[config.mk]
export PLATFORM = sky130hd
export DESIGN_NAME = readout_capture
export DESIGN_NICKNAME = d
export VERILOG_FILES = /design/src/rtl/readout_pkg.sv /design/src/rtl/pixel_stream_out.sv /design/src/rtl/readout_capture.sv
export SDC_FILE = /design/constraint.sdc
export NUM_CORES = 1
export LEC_CHECK = 0
export ABC_AREA = 0
export CAP_MARGIN = 15
export CORE_MARGIN = 3
export CORE_UTILIZATION = 60
export DETAILED_ROUTE_END_ITERATION = 10
export DONT_BUFFER_PORTS = 1
export PLACE_DENSITY = 0.83
export SYNTH_ARGS = -nofsm -noshare
export SYNTH_HDL_FRONTEND = slang
export SYNTH_SLANG_ARGS = --single-unit
export TNS_END_PERCENT = 30
[constraint.sdc]
create_clock -name clk -period 6.25 [get_ports clk]
set_input_delay 1.25 -clock clk [delete_from_list [all_inputs] [get_ports clk]]
set_output_delay 1.25 -clock clk [all_outputs]
set_load 0.02 [all_outputs]
[src/rtl/readout_pkg.sv]
// Shared types and limits for the sensor readout path: FSM state encoding,
// exposure-count width and the accepted exposure window.
package readout_pkg;

    localparam int EXP_W = 5;
    localparam logic [EXP_W-1:0] EXP_MIN = 5'd2;
    localparam logic [EXP_W-1:0] EXP_MAX = 5'd30;
    localparam logic [EXP_W-1:0] EXP_SAT = 5'd31;

    typedef enum logic [2:0] {
        IDLE,
        ERASED,
        EXPOSING,
        CONVERTED,
        READ_R1,
        READ_R2,
        STREAM
    } state_e;

endpackage

[src/rtl/pixel_stream_out.sv]
// Streams the 2*COLS-pixel frame buffer out over valid/ready, row-major,
// flagging the final pixel with last_o.
module pixel_stream_out #(
    parameter int DATA_W = 8,
    parameter int COLS   = 2
) (
    input  logic                             clk,
    input  logic                             reset,
    input  logic                             start_i,
    input  logic [2*COLS-1:0][DATA_W-1:0]    pix_i,
    input  logic                             ready_i,
    output logic [DATA_W-1:0]                data_o,
    output logic                             valid_o,
    output logic                             last_o,
    output logic                             done_o
);
    localparam int NPIX  = 2 * COLS;
    localparam int IDX_W = $clog2(NPIX);
    localparam logic [IDX_W-1:0] LAST_IDX = IDX_W'(NPIX - 1);

    logic             valid_q;
    logic [IDX_W-1:0] idx_q;

    always_ff @(posedge clk or negedge reset) begin
        if (!reset) begin
            valid_q <= 1'b0;
            idx_q   <= '0;
        end else if (start_i) begin
            valid_q <= 1'b1;
            idx_q   <= '0;
        end else if (valid_q && ready_i) begin
            if (idx_q == LAST_IDX) begin
                valid_q <= 1'b0;
                idx_q   <= '0;
            end else begin
                idx_q <= idx_q + IDX_W'(1);
            end
        end
    end

    // The buffer is not written while streaming, so the mux output holds under backpressure.
    assign data_o  = valid_q ? pix_i[idx_q] : '0;
    assign valid_o = valid_q;
    assign last_o  = valid_q && (idx_q == LAST_IDX);
    assign done_o  = last_o && ready_i;

endmodule

[src/rtl/readout_capture.sv]
// Two-row sensor readout capture: sequences erase/expose/adc, captures both rows
// on the nre strobes and streams the frame. READOUT_CAPTURE_EXPOSURE_CHECK_EN
// enables rejecting frames whose exposure count lies outside 2..30.
//
// state     | meaning
// IDLE      | waiting for erase
// ERASED    | pixels erased, waiting for expose
// EXPOSING  | counting expose cycles until adc
// CONVERTED | conversion done, waiting for nre1
// READ_R1   | capturing row 1 while nre1 low
// READ_R2   | capturing row 2 while nre2 low
// STREAM    | frame buffer being streamed out
module readout_capture
    import readout_pkg::*;
#(
    parameter int DATA_W = 8,
    parameter int COLS   = 2
) (
    input  logic              clk,
    input  logic              reset,
    input  logic              erase,
    input  logic              expose,
    input  logic              adc,
    input  logic              nre1,
    input  logic              nre2,
    input  logic [DATA_W-1:0] data,
    input  logic              out_ready,
    output logic [DATA_W-1:0] out_data,
    output logic              out_valid,
    output logic              out_last,
    output logic [EXP_W-1:0]  exposure_cnt,
    output logic              frame_done,
    output logic              protocol_err
);
    localparam int CNT_W  = $clog2(COLS + 1);
    localparam int SLOT_W = $clog2(2 * COLS);
    localparam logic [CNT_W-1:0] COLS_C = CNT_W'(COLS);

    state_e              state_q, state_d;
    logic [CNT_W-1:0]    col_q, col_d;
    logic                ovf_q, ovf_d;
    logic                hold_q, hold_d;
    logic [EXP_W-1:0]    exp_q, exp_d;
    logic [EXP_W-1:0]    exp_cnt_q, exp_cnt_d;
    logic                err_q, err_d;
    logic                done_q;
    logic                nre1_q, nre2_q;
    logic [2*COLS-1:0][DATA_W-1:0] buf_q;

    logic                cap_en, cap_row;
    logic [CNT_W-1:0]    cap_col;
    logic [SLOT_W-1:0]   cap_slot;
    logic                stream_start, stream_done;
    logic                fall1, fall2;

    assign fall1 = nre1_q && !nre1;
    assign fall2 = nre2_q && !nre2;

    always_comb begin
        state_d      = state_q;
        col_d        = col_q;
        ovf_d        = ovf_q;
        hold_d       = hold_q;
        exp_d        = exp_q;
        exp_cnt_d    = exp_cnt_q;
        err_d        = 1'b0;
        cap_en       = 1'b0;
        cap_row      = 1'b0;
        cap_col      = col_q;
        stream_start = 1'b0;

        if (erase && state_q != STREAM) begin
            state_d = ERASED;
        end else begin
            case (state_q)
                IDLE: begin
                    if (fall1 || fall2) err_d = 1'b1;
                end
                ERASED: begin
                    if (fall1 || fall2) begin
                        err_d   = 1'b1;
                        state_d = IDLE;
                    end else if (expose) begin
                        state_d = EXPOSING;
                        exp_d   = EXP_W'(1);
                    end
                end
                EXPOSING: begin
                    if (fall1 || fall2) begin
                        err_d   = 1'b1;
                        state_d = IDLE;
                    end else if (adc) begin
                        state_d   = CONVERTED;
                        exp_cnt_d = exp_q;
`ifdef READOUT_CAPTURE_EXPOSURE_CHECK_EN
                        if (exp_q < EXP_MIN || exp_q > EXP_MAX) begin
                            err_d   = 1'b1;
                            state_d = IDLE;
                        end
`endif
                    end else if (expose && exp_q != EXP_SAT) begin
                        exp_d = exp_q + EXP_W'(1);
                    end
                end
                CONVERTED: begin
                    if (!nre2) begin
                        err_d   = 1'b1;
                        state_d = IDLE;
                    end else if (!nre1) begin
                        state_d = READ_R1;
                        cap_en  = 1'b1;
                        cap_col = '0;
                        col_d   = CNT_W'(1);
                        ovf_d   = 1'b0;
                    end
                end
                READ_R1: begin
                    if (!nre1 && !nre2) begin
                        err_d   = 1'b1;
                        state_d = IDLE;
                    end else if (!nre1) begin
                        // A fresh falling edge after a complete row is a second row-1 pulse.
                        if (fall1 && col_q == COLS_C) begin
                            err_d   = 1'b1;
                            state_d = IDLE;
                        end else if (col_q < COLS_C) begin
                            cap_en = 1'b1;
                            col_d  = col_q + CNT_W'(1);
                        end else if (!ovf_q) begin
                            err_d = 1'b1;
                            ovf_d = 1'b1;
                        end
                    end else if (col_q != COLS_C) begin
                        err_d   = 1'b1;
                        state_d = IDLE;
                    end else if (!nre2) begin
                        cap_en       = 1'b1;
                        cap_row      = 1'b1;
                        cap_col      = '0;
                        col_d        = CNT_W'(1);
                        state_d      = (COLS == 1) ? STREAM : READ_R2;
                        stream_start = (COLS == 1);
                        hold_d       = 1'b1;
                    end
                end
                READ_R2: begin
                    if (!nre1 || nre2) begin
                        err_d   = 1'b1;
                        state_d = IDLE;
                    end else begin
                        cap_en  = 1'b1;
                        cap_row = 1'b1;
                        col_d   = col_q + CNT_W'(1);
                        if (col_q == COLS_C - CNT_W'(1)) begin
                            state_d      = STREAM;
                            stream_start = 1'b1;
                            hold_d       = 1'b1;
                        end
                    end
                end
                STREAM: begin
                    // hold_q covers nre2 still low from the last row-2 capture: one overrun error.
                    hold_d = 1'b0;
                    err_d  = (hold_q && !nre2) || fall1 || fall2;
                    if (stream_done) state_d = IDLE;
                end
                default: state_d = IDLE;
            endcase
        end
    end

    assign cap_slot = cap_row ? (SLOT_W'(COLS) + SLOT_W'(cap_col)) : SLOT_W'(cap_col);

    always_ff @(posedge clk or negedge reset) begin
        if (!reset) begin
            state_q   <= IDLE;
            col_q     <= '0;
            ovf_q     <= 1'b0;
            hold_q    <= 1'b0;
            exp_q     <= '0;
            exp_cnt_q <= '0;
            err_q     <= 1'b0;
            done_q    <= 1'b0;
            nre1_q    <= 1'b1;
            nre2_q    <= 1'b1;
        end else begin
            state_q   <= state_d;
            col_q     <= col_d;
            ovf_q     <= ovf_d;
            hold_q    <= hold_d;
            exp_q     <= exp_d;
            exp_cnt_q <= exp_cnt_d;
            err_q     <= err_d;
            done_q    <= stream_done;
            nre1_q    <= nre1;
            nre2_q    <= nre2;
        end
    end

    always_ff @(posedge clk) begin
        if (cap_en) buf_q[cap_slot] <= data;
    end

    pixel_stream_out #(
        .DATA_W (DATA_W),
        .COLS   (COLS)
    ) u_stream (
        .clk     (clk),
        .reset   (reset),
        .start_i (stream_start),
        .pix_i   (buf_q),
        .ready_i (out_ready),
        .data_o  (out_data),
        .valid_o (out_valid),
        .last_o  (out_last),
        .done_o  (stream_done)
    );

    assign exposure_cnt = exp_cnt_q;
    assign frame_done   = done_q;
    assign protocol_err = err_q;

endmodule
Yosys cells after proc, flatten, opt, wreduce, memory -nomap -nowiden
Index checks and enable logic that the tools add are counted. Widths: inputs -> output; s select.

Add/subtract/negate cells: 4. Multipliers: 0. Divide/modulo/power cells: 0. Magnitude comparators: 4. Eq/ne operators: 40. Shifts and indexed selects: 0. Muxes and demuxes: 96. Bitwise operators: 2. Reduce and logical (&&, ||, !) cells: 32.

Operators with widths (count): $mux 3 (15); $mux 1 (41); $mux 2 (20); $ne 2x2->1 const B (18); $bwmux 32 (1); $mux 5 (5); $mux 8 (3); $reduce_and 8->1 (3); $pmux 3 s7 (1); $ne 3x3->1 const B (6); $bmux 8 s2 (1); $demux 8 s2 (1); $ne 4x4->1 const B (4); $logic_and 1x1->1 (11); $ne 5x5->1 const B (2); $pmux 5 s2 (1); $reduce_and 10->1 (1); $eq 3x3->1 const B (3); $reduce_bool 2->1 (4); $reduce_and 7->1 (1); $eq 3x2->1 const B (2); $lt 2x3->1 const B (2); $ne 6x6->1 const B (1); $pmux 1 s3 (2); 20 further kinds (29).

Bits in registers: 56. Latch bits: 0. RAM bits: 0. Memory bits (read-only): 0. Input bits: 16. Memories: 0.

Logic depth before layout (Yosys ltp)
Gate-level depths: netlist of the first run.

Depth in word-level cells: 13. Gate-level depth with buffers: 7. Mapped depth without buffers: 7.

By module
From an unflattened synthesis of the first run, not the netlist that was laid out.

Cells, all modules: 251. Area total of the unflattened synthesis: 2955.3 um^2.

By module, submodules not included: readout_capture (instances 1, cells each 207, area an instance 2536.2 um^2, sequential area each 1488.9 um^2); pixel_stream_out (instances 1, cells each 44, area an instance 419.2 um^2, sequential area each 75.1 um^2).

Worst setup path after synthesis of the first run
No wires, ideal clock.

Path kind: input-to-reg. From: in nre2. To: reg buf_q[10] in the netlist's numbering (enable). Library setup time: 0.383 ns. Arrival time: 2.645 ns. Slack: 3.221 ns. Stages: 6. Path buffers: 1. Path through: buf_4 -> a21boi_0 -> a32o_1 -> nand3_1 -> a21o_1 -> nor3_1.

Word-level cells in the longest chain between the ends: 6.

RTL lines: from (decl) (RTL line readout_capture.sv:25) `input logic nre2,`; $mux 1 (RTL line readout_capture.sv:136) `end else if (!nre2) begin`; $mux 1 (RTL line readout_capture.sv:133) `end else if (col_q != COLS_C) begin`; $mux 1 (RTL line readout_capture.sv:121) `end else if (!nre1) begin`; $mux 1 (RTL line readout_capture.sv:118) `if (!nre1 && !nre2) begin`; $pmux 1 s3 * (RTL line readout_capture.sv:75) `case (state_q)`; $mux 1 * (RTL line readout_capture.sv:72) `if (erase && state_q != STREAM) begin`; to (signal, indexed assignment) (RTL line readout_capture.sv:201) `if (cap_en) buf_q[cap_slot] <= data;`; to (decl) (RTL line readout_capture.sv:48) `logic [2*COLS-1:0][DATA_W-1:0] buf_q;`.

Every way passes the cells marked *; elsewhere a longest branch is shown, timed or not. A chain may end at the register's enable or synchronous reset.

Worst setup path in the final report of the first run
From: reg u_stream.idx_q[0]. To: out out_data[1].

Word-level cells in the longest chain between the ends: 3.

RTL lines: from (decl) (RTL line pixel_stream_out.sv:22) `logic [IDX_W-1:0] idx_q;`; from (signal assigned) (RTL line pixel_stream_out.sv:36) `idx_q <= idx_q + IDX_W'(1);`; $bmux 8 s2 (RTL line pixel_stream_out.sv:42) `assign data_o = valid_q ? pix_i[idx_q] : '0;`; $mux 8 (not written as such) (RTL line pixel_stream_out.sv:42); $mux 8 (RTL line pixel_stream_out.sv:42); to (decl) (RTL line readout_capture.sv:28) `output logic [DATA_W-1:0] out_data,`.

No other way between the ends. The select of a mux whose other input is x is not followed.

==> results.py, run 1 <==
metrics = {
    "logic_synthesis": {
        "ys_warn_count": 0,
        "yosysTopAreaCellShare_pct": 34.4,
        "async_flop_share_pct": 42.9,
        "synth_area_leaders": "edfxtp_1 34%, dfrtp_1 20%, mux4_2 6.4%, mux2_2 2.4%, ha_1 2.2%",
        "netlist_instances": 224,
        "synth_seq_cells": 56,
        "synthesis.nets": 245,
        "netlist_area_sq_um": 2800,
        "ys_seq_area_share_pct": 56.0,
        "ys_types": 52,
        "syn_avg_cell_area_sq_um": 12.5,
        "synth_edf_count": 32,
        "yosysTopAreaCell": "edfxtp_1",
        "synth_flop_cell": "edfxtp_1",
    },
    "global_route": {
        "grt_max_degree": 25,
        "grt_usage_pct": 19.9,
        "gr-total-overflow": 0,
        "grt_antenna_before_repair": 0,
        "grt_first_pass_wirelength_mm": 8.26,
        "grt_pass1_vias": 1675,
    },
    "power_and_ir_drop": {
        "power_density_nw_per_um2": 345,
        "ir_drop_v": 0.000187,
        "p_leak_nw": 1.09,
    },
    "timing": {
        "setup_viol": 0,
        "rsz0062_at_grt": "false",
        "max_freq_mhz": 323,
        "period_needed_ps": 3100,
        "worstMarginPinSlew_ps": 934,
        "finalSetupTns_ps": 0,
        "finalHoldViolations": 0,
        "relSlewSlack_pct": 37.4,
        "skew_ps": 7.51,
        "setup_slack_ps": 3150,
        "drv_slew": 0,
        "period_share_pct": 49.5,
    },
    "drt": {
        "wl_per_cell_um": 18.6,
        "vias": 1765,
        "drc": 0,
        "dr.pass1.iters": 5,
        "via_per_inst": 6.42,
        "dr.first_iter.drc_count": 122,
        "totalWireLength_mm": 5.13,
        "ant_nets": 0,
    },
    "finish": {
        "layout-drive-gt1-share_pct": 15.2,
        "final_util_pct": 66.3,
        "layout_common_cells": "32 x edfxtp_1, 22 x dfrtp_1, 16 x nand2_1",
        "final_common_cell": "edfxtp_1",
        "num_antenna_cells": 0,
        "layout.nets": 243,
        "synthToLayoutAreaGrowth_pct": 4.66,
        "finalInstanceArea_sq_um": 2930,
    },
    "worst_setup_path": {
        "crit_arrival_ps": 1850,
        "cp.required_ps": 5000,
        "path_class": "reg -> out",
        "start_kind": "register",
        "critPathMaxFanout": 11,
        "reg2reg_depth": 5,
        "crit_path_end_kind": "primary output",
        "reg2reg_slack_ps": 3360,
    },
    "clock_tree": {
        "hold_buffers": 0,
        "clk_path_buf_depth": 2,
        "clkTransAtPathRegs_ps": 100,
        "numCtsBuffers": 5,
        "cts_root_buf": "clkbuf_8",
        "post_cts_resized": 0,
        "cts.htree.levels": 2,
        "clk_latency_ps": 310,
        "numClockSinks": 56,
        "tritoncts": "done",
        "post-cts-setup-buffers": 0,
    },
    "die": {
        "row_count": 24,
        "io-pin-count": 33,
        "initial_core_util_pct": 63.3,
        "die_y_um": 74.3,
        "dieArea_sq_um": 5510,
        "core_area_sq_um": 4410,
        "chipWidth_um": 74.3,
    },
    "hold_path": {
        "hold_depth": 1,
        "min_path_type": "reg -> reg",
    },
    "status": {
        "status": "finished clean",
    },
    "placed_design": {
        "place.gp.congestion": 0.846,
        "dp_hpwl_mm": 3.65,
        "place_ws_ps": 2850,
        "post_dp_cell_area_sq_um": 2810,
        "io_buffer_count": 0,
    },
    "flow_run": {
        "max_cap_viol_count": 0,
    },
}
[cell type report]
class,instances,area [sq um]
multi-input combinational,152,1160
tap,52,65.1
timing repair buffer,2,12.5
fill,306,1490
sequential,56,1560
clock inverter,1,8.76
clock buffer,7,97.6
inverter,5,18.8
[kinds of logic (layout without fill, tap and decap cells)]
family | count (synthesis) | after routing | synth area share (%)
buffers and inverters | 16 | 15 | 2.60
flip-flops | 56 | 56 | 56.0
XOR/XNOR | 1 | 1 | 0.313
multiplexers | 18 | 18 | 10.7
AND/OR/NAND/NOR | 85 | 85 | 17.5
adder cells (fa/ha/maj) | 5 | 5 | 2.24
AO/OA/AOI/OAI | 43 | 43 | 10.7
[metrics by stage]
stage | power, mW | hold slack [ps] | std cells
6_report | 1.01 | 520 | 275
5_1_grt | 1.07 | 548 | 275
4_1_cts | 1.02 | 523 | 274
3_5_place_dp | 0.799 | 499 | 266
3_3_place_gp | 0.792 | 472 | 266
2_1_floorplan | 0.758 | 457 | 224
[critical path, stage by stage (launching register included)]
cell and delay [ps]:
dfrtp_1 720, mux4_2 580, and2_1 240
[flip-flops by register name, indices dropped and copies added, names as in the netlist, 2 cells and up]
signal and cells:
exp_q 5, exposure_cnt 5, state_q 3, col_q 2, u_stream.idx_q 2, buf_q 32
[synthesized netlist by cell type (2+ instances only)]
cell type,instances
buf_4,2
dfstp_2,2
inv_1,5
clkbuf_1,5
buf_2,4
a32o_1,3
nand2b_1,9
mux2_4,2
and2_1,9
nor3_1,7
a21oi_1,8
and3_1,4
o31ai_1,3
a22o_1,2
mux4_2,8
nor3b_1,3
nand2_1,16
edfxtp_1,32
nor2_1,13
and2b_1,2
ha_1,5
dfrtp_1,22
nand4b_1,2
mux2i_1,2
a21o_1,2
mux2_2,6
nand3_1,7
o21ai_1,2
o21ai_0,10
or4b_1,2
nor2b_1,4
[metal layers]
layer	up-vias	share of wire [%]	global-route usage [%]
met3	9	6.8	5.81
met4	0	1.1	5.93
met2	65	50	31.2
li1	837	-	-
met1	854	42	27.3
met5	-	0	0
[power breakdown]
part / switching [mW] / internal (mW)
clock network: 0.115 / 0.105
logic: 0.123 / 0.133
registers: 0.105 / 0.429
total: 0.343 / 0.667
[path summary, 6_finish.rpt]
path / endpoint / startpoint
min reg2reg: ovf_q / ovf_q
max reg2reg: buf_q[4] / state_q[2]
min: ovf_q / ovf_q
max in group asynchronous: nre1_q / reset
min in group asynchronous: ovf_q / reset
max: out_data[1] / u_stream.idx_q[0]
Power figures use the tool's default switching activity.
==> run 2: changes to the inputs <==
--- a/config.mk
+++ b/config.mk
@@ -8,10 +8,10 @@
 export ABC_AREA = 0
 export CAP_MARGIN = 15
 export CORE_MARGIN = 3
-export CORE_UTILIZATION = 60
+export CORE_UTILIZATION = 57
 export DETAILED_ROUTE_END_ITERATION = 10
 export DONT_BUFFER_PORTS = 1
-export PLACE_DENSITY = 0.83
+export PLACE_DENSITY = 0.82
 export SYNTH_ARGS = -nofsm -noshare
 export SYNTH_HDL_FRONTEND = slang
 export SYNTH_SLANG_ARGS = --single-unit
==> constraint.sdc (replaced) <==
create_clock -name clk -period 2.5 [get_ports clk]
set_input_delay 0.5 -clock clk [delete_from_list [all_inputs] [get_ports clk]]
set_output_delay 0.5 -clock clk [all_outputs]
set_load 0.02 [all_outputs]
==> run 2 against run 1 <==
  * Die area is 4.8% higher
  * Setup slack worse by 3000 ps
  * First-iteration DRC count is 16% higher
  * Wire length is 2.7% higher
  * Register-to-register slack worse by 3200 ps
  * Sequential power is 130% higher
  * Worst hold slack worse by 350 ps
  * Final area is 4.0% higher
  * Cell count is 9.5% higher
  * Non-clock buffer count is 13 higher
  * Flip-flop and latch count stayed put
  * Largest cell class unchanged
==> results.py, run 2 (same netlist as run 1, synthesis figures left out) <==
metrics = {
    "drt": {
        "drc": 0,
        "totalWireLength_mm": 5.27,
        "dr.first_iter.drc_count": 142,
        "dr.pass1.iters": 4,
        "vias": 1842,
        "ant_nets": 0,
        "via_per_inst": 6.12,
        "wl_per_cell_um": 17.5,
    },
    "clock_tree": {
        "clkTransAtPathRegs_ps": 100,
        "cts.htree.levels": 2,
        "numClockSinks": 56,
        "clk_path_buf_depth": 2,
        "numCtsBuffers": 5,
        "tritoncts": "done",
        "cts_root_buf": "clkbuf_8",
        "clk_latency_ps": 310,
        "post-cts-setup-buffers": 0,
    },
    "worst_setup_path": {
        "reg2reg_slack_ps": 200,
        "path_class": "reg -> reg",
        "cp.required_ps": 2520,
        "r2r_end": "buf_q[11]",
        "crit_path_end_kind": "register",
        "r2r_start": "col_q[0]",
        "critPathMaxFanout": 8,
        "reg2reg_depth": 9,
        "start_kind": "register",
        "crit_arrival_ps": 2320,
    },
    "timing": {
        "worstMarginPinSlew_ps": 1030,
        "relSlewSlack_pct": 30.8,
        "finalSetupTns_ps": 0,
        "rsz0062_at_grt": "false",
        "finalHoldViolations": 0,
        "skew_ps": 9.53,
        "drv_slew": 0,
        "setup_viol": 0,
        "period_needed_ps": 2300,
        "max_freq_mhz": 434,
        "period_share_pct": 92.1,
    },
    "finish": {
        "regMostFlops": "buf_q",
        "synthToLayoutAreaGrowth_pct": 8.82,
        "layout.nets": 256,
        "layout-drive-gt1-share_pct": 19.5,
        "num_antenna_cells": 0,
        "final_common_cell": "edfxtp_1",
        "layout_common_cells": "32 x edfxtp_1, 22 x dfrtp_1, 16 x nand2_1",
        "largest_reg_flops": 32,
    },
    "global_route": {
        "grt_usage_pct": 19.9,
        "use_met2_pct": 31.6,
        "grt_pass1_vias": 1849,
        "grt_first_pass_wirelength_mm": 9.23,
        "grt_max_degree": 23,
        "use_met1_pct": 26.3,
        "gr-total-overflow": 0,
        "grt-busiest-layer": "met2",
        "grt_antenna_before_repair": 0,
        "grt_use_met3_pct": 5.56,
    },
    "flow_run": {
        "max_cap_viol_count": 0,
    },
    "die": {
        "io-pin-count": 33,
        "core_area_sq_um": 4530,
        "chipWidth_um": 76.0,
        "initial_core_util_pct": 61.6,
        "die_y_um": 76.0,
        "row_count": 24,
        "dieArea_sq_um": 5780,
    },
    "placed_design": {
        "dp_hpwl_mm": 3.82,
        "place.gp.congestion": 0.900,
        "io_buffer_count": 0,
    },
    "power_and_ir_drop": {
        "p_leak_nw": 1.15,
        "ir_drop_v": 0.000410,
        "power_density_nw_per_um2": 850,
        "p_total_mw": 2.59,
    },
    "status": {
        "status": "finished clean",
    },
    "hold_path": {
        "hold_depth": 0,
        "hold_end": "nre2_q",
        "worstHoldStart": "nre2",
        "min_path_type": "in -> reg",
    },
}
[run 2: per-layer routing]
layer,vias to the layer above,wire length [um]
met3,10,339
met4,0,99
met2,72,2520
met1,893,2310
met5,-,0
li1,867,-
[run 2: layout make-up]
type / instances / area [sq um]
fill: 306 / 1490
multi-input combinational: 152 / 1160
timing repair buffer: 15 / 130
clock buffer: 5 / 68.8
sequential: 56 / 1560
clock inverter: 3 / 20.0
tap: 65 / 81.3
inverter: 5 / 18.8
[run 2: what timing repair did]
action / 4_1_cts / 5_1_grt
hold endpoints to repair: 22 / 2
endpoints found under the setup margin: 0 / 0
hold buffers: 1 / 1
resized for setup: 0 / 0
[run 2: worst max-delay path, cell delays in order, from the launching register on]
cell and delay (ps):
dfrtp_1 420, inv_1 110, ha_1 230, buf_4 160
a21boi_0 250, a32o_1 160, nand3_1 80, a21o_1 220
nor3_1 180, buf_4 200
[run 2: worst max path at each step]
stage                  start        end  slack (ps)  depth (start not counted)
finish              col_q[0]  buf_q[11]         200                          9
detailed placement  col_q[0]  buf_q[15]         240                          9
floorplan           col_q[0]   buf_q[0]          90                          7
global route        col_q[0]   buf_q[6]          50                          9
global placement    col_q[0]  buf_q[15]         350                          9
CTS                 col_q[0]  buf_q[14]         220                          9
[run 2: power by group]
group	switching (mW)	internal (mW)
Combinational	0.471	0.412
Clock	0.292	0.200
Sequential	0.135	1.08
Total	0.898	1.69
[run 2: through the flow]
stage / instances / instance area [sq um] / setup WS [ps] / hold WS, ps / utilization, %
after floorplan: 224 / 2800 / 87.2 / 204 / -
after global placement: 291 / 2930 / 347 / 205 / 64.7
after detailed placement: 291 / 2930 / 241 / 205 / 64.7
after CTS: 300 / 3030 / 217 / 9.55 / 66.9
after global routing: 301 / 3040 / 47.1 / 156 / 67.1
final: 301 / 3040 / 198 / 174 / 67.1
